--- src/rtl/ps2_rx_frame.sv ---
// PS/2 device-to-host receiver: synchronise, deglitch and deframe 11-bit frames.
// Optional parity checking is enabled with the PS2_PARITY_CHECK_EN macro.
module ps2_rx_frame #(
    parameter int FILTER_LEN     = 8,
    parameter int TIMEOUT_CYCLES = 50000
) (
    input  logic        i_clk,
    input  logic        i_rst_n,
    input  logic        i_PS2C,
    input  logic        i_PS2D,
    output logic [23:0] o_Data,
    output logic [7:0]  o_Byte,
    output logic        o_Valid,
    output logic        o_Error,
    output logic        o_Busy
);

    localparam int TW = (TIMEOUT_CYCLES > 1) ? $clog2(TIMEOUT_CYCLES) : 1;
    localparam logic [7:0]    FL_MAX = 8'(FILTER_LEN - 1);
    localparam logic [TW-1:0] TO_MAX = TW'(TIMEOUT_CYCLES - 1);

    typedef enum logic [1:0] {IDLE, DATA, PARITY, STOP} state_t;

    logic          c_meta, c_sync, d_meta, d_sync;
    logic          filt;
    logic [7:0]    filt_cnt;
    logic          fall;
    logic [TW-1:0] to_cnt;
    logic          timeout;

    state_t        state, state_nx;
    logic [7:0]    shift, shift_nx;
    logic [2:0]    bit_cnt, bit_cnt_nx;
    logic [7:0]    byte_nx;
    logic [23:0]   data_nx;
    logic          valid_nx, error_nx;
    logic          good;
`ifdef PS2_PARITY_CHECK_EN
    logic          par, par_nx;
`endif

    // NOTE: state registers use non-blocking assignments so every flop samples pre-edge values.
    always_ff @(posedge i_clk or negedge i_rst_n) begin
        if (!i_rst_n) begin
            c_meta   <= 1'b1;
            c_sync   <= 1'b1;
            d_meta   <= 1'b1;
            d_sync   <= 1'b1;
            filt     <= 1'b1;
            filt_cnt <= '0;
        end else begin
            c_meta <= i_PS2C;
            c_sync <= c_meta;
            d_meta <= i_PS2D;
            d_sync <= d_meta;
            if (c_sync != filt) begin
                if (filt_cnt == FL_MAX) begin
                    filt     <= c_sync;
                    filt_cnt <= '0;
                end else begin
                    filt_cnt <= filt_cnt + 8'd1;
                end
            end else begin
                filt_cnt <= '0;
            end
        end
    end

    // The fall event is the cycle in which the filtered clock commits to 0.
    assign fall    = filt && !c_sync && (filt_cnt == FL_MAX);
    assign timeout = (state != IDLE) && (to_cnt == TO_MAX);

    always_ff @(posedge i_clk or negedge i_rst_n) begin
        if (!i_rst_n) begin
            to_cnt <= '0;
        end else if (state == IDLE || fall || timeout) begin
            to_cnt <= '0;
        end else begin
            to_cnt <= to_cnt + TW'(1);
        end
    end

    always_ff @(posedge i_clk or negedge i_rst_n) begin
        if (!i_rst_n) begin
            state   <= IDLE;
            shift   <= '0;
            bit_cnt <= '0;
            o_Byte  <= '0;
            o_Data  <= '0;
            o_Valid <= 1'b0;
            o_Error <= 1'b0;
`ifdef PS2_PARITY_CHECK_EN
            par     <= 1'b0;
`endif
        end else begin
            state   <= state_nx;
            shift   <= shift_nx;
            bit_cnt <= bit_cnt_nx;
            o_Byte  <= byte_nx;
            o_Data  <= data_nx;
            o_Valid <= valid_nx;
            o_Error <= error_nx;
`ifdef PS2_PARITY_CHECK_EN
            par     <= par_nx;
`endif
        end
    end

    // NOTE: every combinational output is defaulted first so no path can infer a latch.
    always_comb begin
        state_nx   = state;
        shift_nx   = shift;
        bit_cnt_nx = bit_cnt;
        byte_nx    = o_Byte;
        data_nx    = o_Data;
        valid_nx   = 1'b0;
        error_nx   = 1'b0;
        good       = 1'b0;
`ifdef PS2_PARITY_CHECK_EN
        par_nx     = par;
`endif
        if (fall) begin
            unique case (state)
                IDLE: begin
                    if (!d_sync) begin
                        state_nx   = DATA;
                        bit_cnt_nx = '0;
                    end else begin
                        error_nx = 1'b1;
                    end
                end
                DATA: begin
                    shift_nx   = {d_sync, shift[7:1]};
                    bit_cnt_nx = bit_cnt + 3'd1;
                    if (bit_cnt == 3'd7) state_nx = PARITY;
                end
                PARITY: begin
`ifdef PS2_PARITY_CHECK_EN
                    par_nx = d_sync;
`endif
                    state_nx = STOP;
                end
                STOP: begin
`ifdef PS2_PARITY_CHECK_EN
                    good = d_sync && ((^shift) ^ par);
`else
                    good = d_sync;
`endif
                    if (good) begin
                        byte_nx  = shift;
                        data_nx  = {o_Data[15:0], shift};
                        valid_nx = 1'b1;
                    end else begin
                        error_nx = 1'b1;
                    end
                    state_nx = IDLE;
                end
                default: state_nx = IDLE;
            endcase
        end else if (timeout) begin
            state_nx = IDLE;
            error_nx = 1'b1;
        end
    end

    assign o_Busy = (state != IDLE);

endmodule

--- config.mk ---
export PLATFORM = sky130hd
export DESIGN_NAME = ps2_rx_frame
export DESIGN_NICKNAME = d
export VERILOG_FILES = /design/src/rtl/ps2_rx_frame.sv
export SDC_FILE = /design/constraint.sdc
export NUM_CORES = 1
export LEC_CHECK = 0
export ABC_AREA = 1
export CORE_UTILIZATION = 52
export CTS_BUF_LIST = sky130_fd_sc_hd__clkbuf_8
export DETAILED_ROUTE_END_ITERATION = 8
export PLACE_DENSITY = 0.82
export RECOVER_POWER = 100
export SKIP_LAST_GASP = 1
export SLEW_MARGIN = 30
export SYNTH_ARGS = -nofsm -noshare
export SYNTH_HDL_FRONTEND = slang
export SYNTH_SLANG_ARGS = --single-unit
--- constraint.sdc ---
create_clock -name i_clk -period 1.5 [get_ports i_clk]
set_input_delay 0.3 -clock i_clk [delete_from_list [all_inputs] [get_ports i_clk]]
set_output_delay 0.3 -clock i_clk [all_outputs]
set_load 0.02 [all_outputs]
======== After elaboration in Yosys (flattened, before gate mapping) ========
Cells that the tools add are included.
storage, ports and cells
  register bits after elaboration ......... 76
  word-level logic and storage cells ...... 59
cells by class
  eq/ne operators ......................... 10
  add/sub/neg operators ................... 3
  reductions and logical operators ........ 15
  multiplexer cells ....................... 17
operators with widths
  cell                                                              count
  16-bit by 1-bit adder with 16-bit output (second input constant)  1
  16-bit == test (second input constant)                            1
  16-bit 2-to-1 mux                                                 1
  8-bit 2-to-1 mux                                                  2
  3-bit AND reduction                                               3
  8-bit by 1-bit adder with 8-bit output (second input constant)    1
  8-bit by 3-bit == test with 1-bit output (second input constant)  1
  2-bit 2-to-1 mux                                                  4
  2-bit one-hot mux with 4 select lines                             1
  1-bit 2-to-1 mux                                                  6
  3-bit inequality test (second input constant)                     2
  3-bit one-hot mux with 2 select lines                             1
  2-bit nonzero test                                                3
  2-bit == test (second input constant)                             2
  2-bit AND reduction                                               2
  3-bit by 1-bit adder with 3-bit output (second input constant)    1
  3-bit == test (second input constant)                             1
  1-bit logical AND                                                 3
  3-bit 2-to-1 mux                                                  1
  2-bit by 1-bit == test with 1-bit output (second input constant)  1
  2-bit logical NOT                                                 1
  1-bit logical OR                                                  2
  2-bit inequality test (second input constant)                     1
  1-bit one-hot mux with 2 select lines                             1
  2 further kinds                                                   2

======== Logic depth before layout (Yosys ltp) ========
Gate-level depths: netlist (run 1).
  depth in word-level cells ............... 6
  gate-level depth with buffers ........... 9
  depth with buffers taken out ............ 9

======== Worst setup path after synthesis (run 1) ========
Ideal clock, no wire load.
  path kind ............................... reg2reg
  start ................................... register filt_cnt[0]
  end ..................................... register o_Data[12]
  cell stages (with the launch flop) ...... 8
  path buffers ............................ 1
  path slack .............................. 0.006 ns
  arrival ................................. 1.376 ns
  path through ............................ dfrtp_1 -> ha_1 -> nand3_1 -> nor2_4 -> nand2_4 -> nor3_4 -> buf_4 -> o21ai_2
between the ends
  longest elaborated chain between the ends .. 3
RTL lines
  what                                      line  RTL
  from (decl)                               26    logic [7:0] filt_cnt;
  from (signal assigned)                    61    filt_cnt <= filt_cnt + 8'd1;
  8-bit by 3-bit == test with 1-bit output  70    assign fall = filt && !c_sync && (filt_cnt == FL_MAX);
  1-bit logical AND                         70
  3-bit AND reduction (no line)             -
  to (signal assigned)                      100   o_Data <= data_nx;
  to (decl)                                 11    output logic [23:0] o_Data,
No other way between the ends.
A chain may end at the register's enable or synchronous reset.

======== Worst setup path after layout (run 1) ========
  start ................................... register filt_cnt[1]
  end ..................................... register o_Data[2]
Same word-level chain as after synthesis.

==> key figures, run 1 <==
CTS
  – CTS H-tree depth: 3
  – Max Buffers Root-to-Sink: 2
  – Clock root cell: clkbuf_8
  – CTS tree: built
  – Num CTS Buffers: 9
  – Reg clk slew, reported paths: 70 ps
  – Clk_lat worst skew: 360 ps
  – Clock sinks: 68

Drt
  – # DRC: 0
  – WL final: 6.93 mm
  – Highest Signal Layer: met4
  – Drt pass-1 iters: 4
  – Drt wl/cell: 13.7 um
  – Wire length on met2: 3.39 mm
  – DR vias/cell: 5.16
  – Met1 wire length: 2.91 mm
  – Metal3 WL: 399 um
  – Initial DRC count: 123
  – DRT antenna net count: 0
  – Vias: ~2.6k

Setup path
  – Crit start category: flip-flop
  – CP required: 1730 ps
  – Crit path DAT: between 1500 and 2000 ps
  – Slowest library cell on the worst path: dfrtp_1
  – Critical-path cell list: ha_4, nand3_2, nor2_4, nand2_4, nor3_4, buf_12, o21ai_0
  – Register-to-Register Path Depth: 7
  – WS Path Type: flip-flop to flip-flop
  – CP Capture Type: flip-flop
  – Max incr delay on CP: 400 ps
  – Crit path max fanout: 24

Timing
  – Setup TNS: 0 ps
  – RSZ-0062 raised after global routing: true
  – Final period utilization: around 100%
  – Finish-stage setup viols: 0
  – Max Fclk: 673 MHz
  – Slew Limit Fails: 0
  – Measured slew at the worst slew-check pin: between 1000 and 1500 ps
  – Hold Fails Final Rpt: 0
  – Slew HR: 28.8%
  – Final Critical Period: 1490 ps
  – Fin Clk Skew: 8.98 ps

Pwr
  – Clock Power Share: between 40% and 50%
  – PD cells: 1020 mW/mm^2
  – Switch share: 21.8%
  – NetSw: slightly above 0.0009 W
  – Peak supply drop: 0.000687 V
  – Total leakage power: 2.08 nW
  – Logic pwr share: 6.0%
  – Sequential power share: a little under half
  – P_int: 0.00332 W

Synthesis
  – Most used DFF post-synth: dfrtp_1
  – Post-synth top area cell: dfrtp_1
  – Synth Register Bits: 68
  – Ys async rst share: between 90% and 100%
  – Avg Cell Area, Syn: 8.86 sq um
  – Post-synth EDFFs: 0
  – Post-Syn Area: 0.00324 sq mm
  – Most frequent cell after synthesis: nand2_1
  – Ranking of synthesized cells by area: dfrtp_1 (49%), nand2_1 (9.5%), inv_1 (6.4%), nor2_1 (5.7%), o21ai_2 (5.1%)
  – Synth cell count leaders: nand2_1 (82), dfrtp_1 (63), inv_1 (55), nor2_1 (49)
  – Top cell type's share of synthesized area: roughly 49%
  – Yosys warnings: 0
  – Distinct cells, synth: 25
  – Seq/Total Area, Yosys: a little over half
  – Cells after synthesis: 366
  – Syn Nets: 380

GRT
  – First-pass GRT wire length: 11.0 mm
  – All-Layer GR Usage: a little under a quarter
  – Largest net degree at the start of global routing: 33
  – Vias in the first global route: 2443
  – Congestion Overflow GR: 0
  – Initial antenna violation count: 0

Floorplan
  – Initial Util: roughly 54%
  – Die ar.: 0.00656 sq mm
  – # IOs: 39
  – Die height: about 81 um
  – Cell Rows: 28
  – Core area: 0.00596 sq mm
  – Die width: 81.0 um

Cells and area
  – Reg area: 0.00171 sq mm
  – Area Overhead vs Synth: 28.5%
  – Final Non-Filler Cells: 506
  – # diodes: 0
  – Area of the multi-input gates: about 0.0013 sq mm
  – Nets: 440
  – Fillcell total: 467
  – Fraction of final layout cells sized beyond drive strength 1: 22.5%

Placement
  – Port bufs: 38
  – Placed Cells: 485
  – Hpwl dp: 4.65 mm
  – RD Place Congestion: 0.868

Worst hold path
  – Min-Delay Path Class: flip-flop to flip-flop
  – Hold path cells: 0

Job
  – Max Cap Viol: 0

Run status
  – Outcome: complete, no violations
-- critical path, delay by kind of cell (launching register included) --
family                   cells  cell delay [ps]
AO/OA/AOI/OAI                1              110
adder cells (fa/ha/maj)      1              160
buffers and inverters        1              210
AND/OR/NAND/NOR              4              460
flip-flops                   1              400
-- worst paths after layout --
| check | startpoint | endpoint | slack, ps |
|---|---|---|---|
| worst min-delay path | c_meta$_DFF_PN1_ | c_sync$_DFF_PN1_ | 360 |
| min in group asynchronous | i_rst_n | to_cnt[11]$_DFF_PN0_ | 640 |
| worst max register to register | filt_cnt[1]$_DFF_PN0_ | o_Data[2]$_DFFE_PN0P_ | 10 |
| worst min register to register | c_meta$_DFF_PN1_ | c_sync$_DFF_PN1_ | 360 |
| worst max-delay path | filt_cnt[1]$_DFF_PN0_ | o_Data[2]$_DFFE_PN0P_ | 10 |
| max in group asynchronous | i_rst_n | c_sync$_DFF_PN1_ | 100 |
-- stage by stage --
step	hold slack, ps	power (W)	setup WS, ps	utilization [%]	area [sq um]
after global placement	253	0.00218	-39.1	63.8	3800
after floorplan	4.41	0.00207	6.16	-	3240
final	358	0.00424	13.5	70.0	4170
after global routing	359	0.00439	-83.8	70.0	4170
after CTS	331	0.00428	-194	68.2	4060
after detailed placement	264	0.00220	-68.0	63.8	3800
-- layout by cell type, fill, tap and decap left out, types with 2 or more instances in the layout --
| cell type | n |
|---|---|
| nand3_1 | 13 |
| o21ai_2 | 20 |
| dlygate4sd2_1 | 34 |
| nor2_1 | 43 |
| buf_4 | 18 |
| nor2_2 | 5 |
| ha_2 | 4 |
| a21oi_1 | 5 |
| xor2_1 | 8 |
| clkbuf_8 | 10 |
| inv_1 | 51 |
| clkinvlp_4 | 2 |
| nand2_1 | 77 |
| dfrtp_1 | 63 |
| buf_6 | 2 |
| ha_4 | 3 |
| nand2_2 | 5 |
| nand4_1 | 4 |
| nor2_4 | 2 |
| dfstp_2 | 5 |
| nor3_1 | 4 |
| ha_1 | 3 |
| bufinv_16 | 4 |
| nand3_2 | 2 |
| dlygate4sd3_1 | 3 |
| nor3_4 | 2 |
| o21ai_0 | 18 |
| buf_12 | 4 |
| nor3b_1 | 2 |
| clkbuf_1 | 2 |
| inv_2 | 4 |
-- timing repair --
| item | CTS | global route |
|---|---|---|
| setup buffers | 0 | 4 |
| pin swaps | 3 | 10 |
| hold endpoints to repair | 15 | 0 |
| setup endpoints to repair | 66 | 45 |
| hold buffers | 1 | 0 |
| gates resized for setup | 41 | 30 |
-- flip-flops by register name, summed over array words and instances, names as in the netlist --
name / count
bit_cnt: 3
o_Error: 1
o_Valid: 1
shift: 8
o_Data: 24
state: 2
to_cnt: 16
filt: 1
d_meta: 1
c_sync: 1
c_meta: 1
filt_cnt: 8
d_sync: 1
-- power groups by stage --
stage	Sequential (W)	Combinational, W	Clock, W
global route	0.00194	0.000295	0.00215
floorplan	0.00195	0.000114	0
detailed placement	0.00196	0.000240	0
global placement	0.00195	0.000225	0
finish	0.00194	0.000256	0.00205
CTS	0.00193	0.000263	0.00208
-- cells by family after synthesis --
| kind of cell | share of synthesized area [%] |
|---|---|
| AND/OR/NAND/NOR | 21.4 |
| buffers and inverters | 10.0 |
| flip-flops | 52.6 |
| AO/OA/AOI/OAI | 9.64 |
| adder cells (fa/ha/maj) | 3.86 |
| XOR/XNOR | 2.43 |
-- per-layer routing --
metal	vias to the layer above	global-route usage, %
met2	87	36.6
met1	1255	27.7
li1	1250	-
met5	-	0
met3	21	6.40
met4	0	13.9
-- final cells by class --
| class | count | area share [%] |
|---|---|---|
| well taps | 75 | 2.25 |
| flip-flops and latches | 68 | 41.0 |
| inverters | 55 | 4.95 |
| repair buffers | 64 | 13.9 |
| clock buffers | 10 | 3.30 |
| clock inverters | 6 | 3.24 |
| multi-input cells | 228 | 31.4 |
Power figures use the tool's default switching activity.
==> run 2, diff against run 1 <==
--- a/config.mk
+++ b/config.mk
@@ -8,10 +8,11 @@
 export ABC_AREA = 1
 export CORE_UTILIZATION = 52
 export CTS_BUF_LIST = sky130_fd_sc_hd__clkbuf_8
+export CTS_CLUSTER_DIAMETER = 120
 export DETAILED_ROUTE_END_ITERATION = 8
+export MAX_ROUTING_LAYER = met4
 export PLACE_DENSITY = 0.82
 export RECOVER_POWER = 100
-export SKIP_LAST_GASP = 1
 export SLEW_MARGIN = 30
 export SYNTH_ARGS = -nofsm -noshare
 export SYNTH_HDL_FRONTEND = slang
==> run 2 against run 1 <==
Effect of this change: die area did not move; total power about the same; critical path type unchanged; highest routed layer unchanged; critical endpoint is now o_Data[17]$_DFFE_PN0P_; clock-buffer cell count is the same.
==> key figures, run 2 (same netlist as run 1, synthesis figures left out) <==
Pwr
  – Clock Power Share: 48.4%
  – Switch share: 21.9%
  – Total leakage power: around 2.1 nW
  – Final Power: approximately 0.0042 W
  – NetSw: about 0.00093 W
  – PD cells: between 1000 and 1500 mW/mm^2
  – P_int: about 0.0033 W
  – Peak supply drop: 0.000689 V
  – Sequential power share: roughly 46%
  – Logic pwr share: 5.9%

Cells and area
  – Fillcell total: 459
  – Fin util: 70.0%
  – Largest regs: o_Data x24, to_cnt x16
  – Reg area: 0.00171 sq mm
  – Area Overhead vs Synth: 28.5%
  – Max FFs per register: 24
  – Nets: 441
  – Final Cell Area: approximately 0.0042 sq mm
  – Area of the multi-input gates: 0.00132 sq mm
  – Fraction of final layout cells sized beyond drive strength 1: 23.1%
  – Largest register by flop count: o_Data
  – Most frequent cells in the layout: nand2_1 (77), dfrtp_1 (63), inv_1 (51)
  – Most common cell after layout, fill and taps aside: nand2_1
  – # diodes: 0

Timing
  – Setup ws final: 24.6 ps
  – Measured slew at the worst slew-check pin: 530 ps
  – Slew Limit Fails: 0
  – Fin Clk Skew: 9.94 ps
  – Hold Fails Final Rpt: 0
  – Finish-stage setup viols: 0
  – Final Critical Period: 1480 ps
  – Final period utilization: 98.4%
  – Max Fclk: 678 MHz
  – RSZ-0062 raised after global routing: true
  – Final hold slack: 357 ps
  – Slew HR: 64.7%

Placement
  – Hpwl dp: 4.65 mm
  – RD Place Congestion: 0.882
  – Cell Area, Placed: 0.00380 sq mm
  – Worst slack at placement: -68.0 ps
  – Port bufs: 38

Setup path
  – Crit path DAT: 1750 ps
  – Crit start category: flip-flop
  – Crit path max fanout: 25
  – CP required: 1770 ps
  – CP Capture Type: flip-flop
  – WS Path Type: flip-flop to flip-flop

GRT
  – Largest net degree at the start of global routing: 33
  – All-Layer GR Usage: 23.6%
  – Vias in the first global route: 2441
  – Congestion Overflow GR: 0
  – Initial antenna violation count: 0
  – First-pass GRT wire length: 11.0 mm

CTS
  – Clk_lat worst skew: 360 ps
  – Num CTS Buffers: 9
  – Max Buffers Root-to-Sink: 2
  – CTS H-tree depth: 3
  – Clock root cell: clkbuf_8
  – Reg clk slew, reported paths: 70 ps
  – CTS tree: built
  – Clock sinks: 68

Floorplan
  – Cell Rows: 28
  – # IOs: 39
  – Die ar.: approximately 0.0066 sq mm
  – Core area: 0.00596 sq mm
  – Initial Util: 54.5%
  – Die height: 81.0 um
  – Die width: 81.0 um

Drt
  – DRT antenna net count: 0
  – Initial DRC count: 129
  – DR vias/cell: ~5.2
  – Drt pass-1 iters: 4
  – Vias: 2635
  – WL final: 7.00 mm
  – # DRC: 0
  – Drt wl/cell: ~14 um

Job
  – Max Cap Viol: 0

Worst hold path
  – Min-Delay Path Class: flip-flop to flip-flop

Run status
  – Outcome: complete, no violations
run 2: cell type report:
| class | count | share of cell area, % |
|---|---|---|
| inverters | 55 | 4.95 |
| repair buffers | 65 | 13.6 |
| clock buffers | 10 | 3.30 |
| multi-input cells | 228 | 31.7 |
| well taps | 75 | 2.25 |
| flip-flops and latches | 68 | 41.0 |
| clock inverters | 6 | 3.24 |
run 2: per-stage QoR:
stage,TNS (ps),instances
floorplan,0,366
global placement,-39.1,485
detailed placement,-470,485
CTS,-9.45,502
global route,-1260,507
finish,0,507
run 2: worst max-delay path: stages, from the launching register on:
cell     delay [ps]
dfrtp_1         410
ha_4            170
nand3_4          80
nor2_4          110
nand2_4         100
nor3_4          160
buf_12          190
nand2_1          80
o21ai_2          80
run 2: power groups by stage:
stage          logic, W  registers, W  clock network [W]
2_1_floorplan  0.000114       0.00195                  0
3_3_place_gp   0.000225       0.00195                  0
3_5_place_dp   0.000240       0.00196                  0
4_1_cts        0.000263       0.00193            0.00208
5_1_grt        0.000290       0.00195            0.00215
6_report       0.000251       0.00194            0.00205
run 2: what timing repair did:
item,in CTS,in global routing
endpoints found under the setup margin,66,45
pin swaps,3,9
resized for setup,45,36
hold buffers,1,0
buffers inserted,0,5
endpoints found under the hold margin,15,0
run 2: per-layer routing:
| metal | GRT usage [%] | part of all wire, % | vias to the layer above | routed length [um] |
|---|---|---|---|---|
| met5 | - | 0 | - | 0 |
| met4 | 13.9 | 3.2 | 0 | 223 |
| met3 | 6.40 | 5.4 | 22 | 380 |
| met2 | 36.5 | 49 | 88 | 3450 |
| met1 | 27.7 | 42 | 1271 | 2950 |
| li1 | - | - | 1254 | - |
run 2: path summary, 6_finish.rpt:
path | end | from | slack (ps) | cells after the start
worst max-delay path | o_Data[17]$_DFFE_PN0P_ | filt_cnt[1]$_DFF_PN0_ | 20 | 8
worst min-delay path | c_sync$_DFF_PN1_ | c_meta$_DFF_PN1_ | 360 | 0
worst max register to register | o_Data[17]$_DFFE_PN0P_ | filt_cnt[1]$_DFF_PN0_ | 20 | 8
worst min register to register | c_sync$_DFF_PN1_ | c_meta$_DFF_PN1_ | 360 | 0
max in group asynchronous | c_meta$_DFF_PN1_ | i_rst_n | 250 | 3
min in group asynchronous | to_cnt[11]$_DFF_PN0_ | i_rst_n | 380 | 2
==> run 3, diff against run 2 <==
--- a/config.mk
+++ b/config.mk
@@ -10,6 +10,7 @@
 export CTS_BUF_LIST = sky130_fd_sc_hd__clkbuf_8
 export CTS_CLUSTER_DIAMETER = 120
 export DETAILED_ROUTE_END_ITERATION = 8
+export GPL_ROUTABILITY_DRIVEN = 1
 export MAX_ROUTING_LAYER = met4
 export PLACE_DENSITY = 0.82
 export RECOVER_POWER = 100
==> results of run 3 <==
Final layout, timing and power as in run 2 (identical DEF).
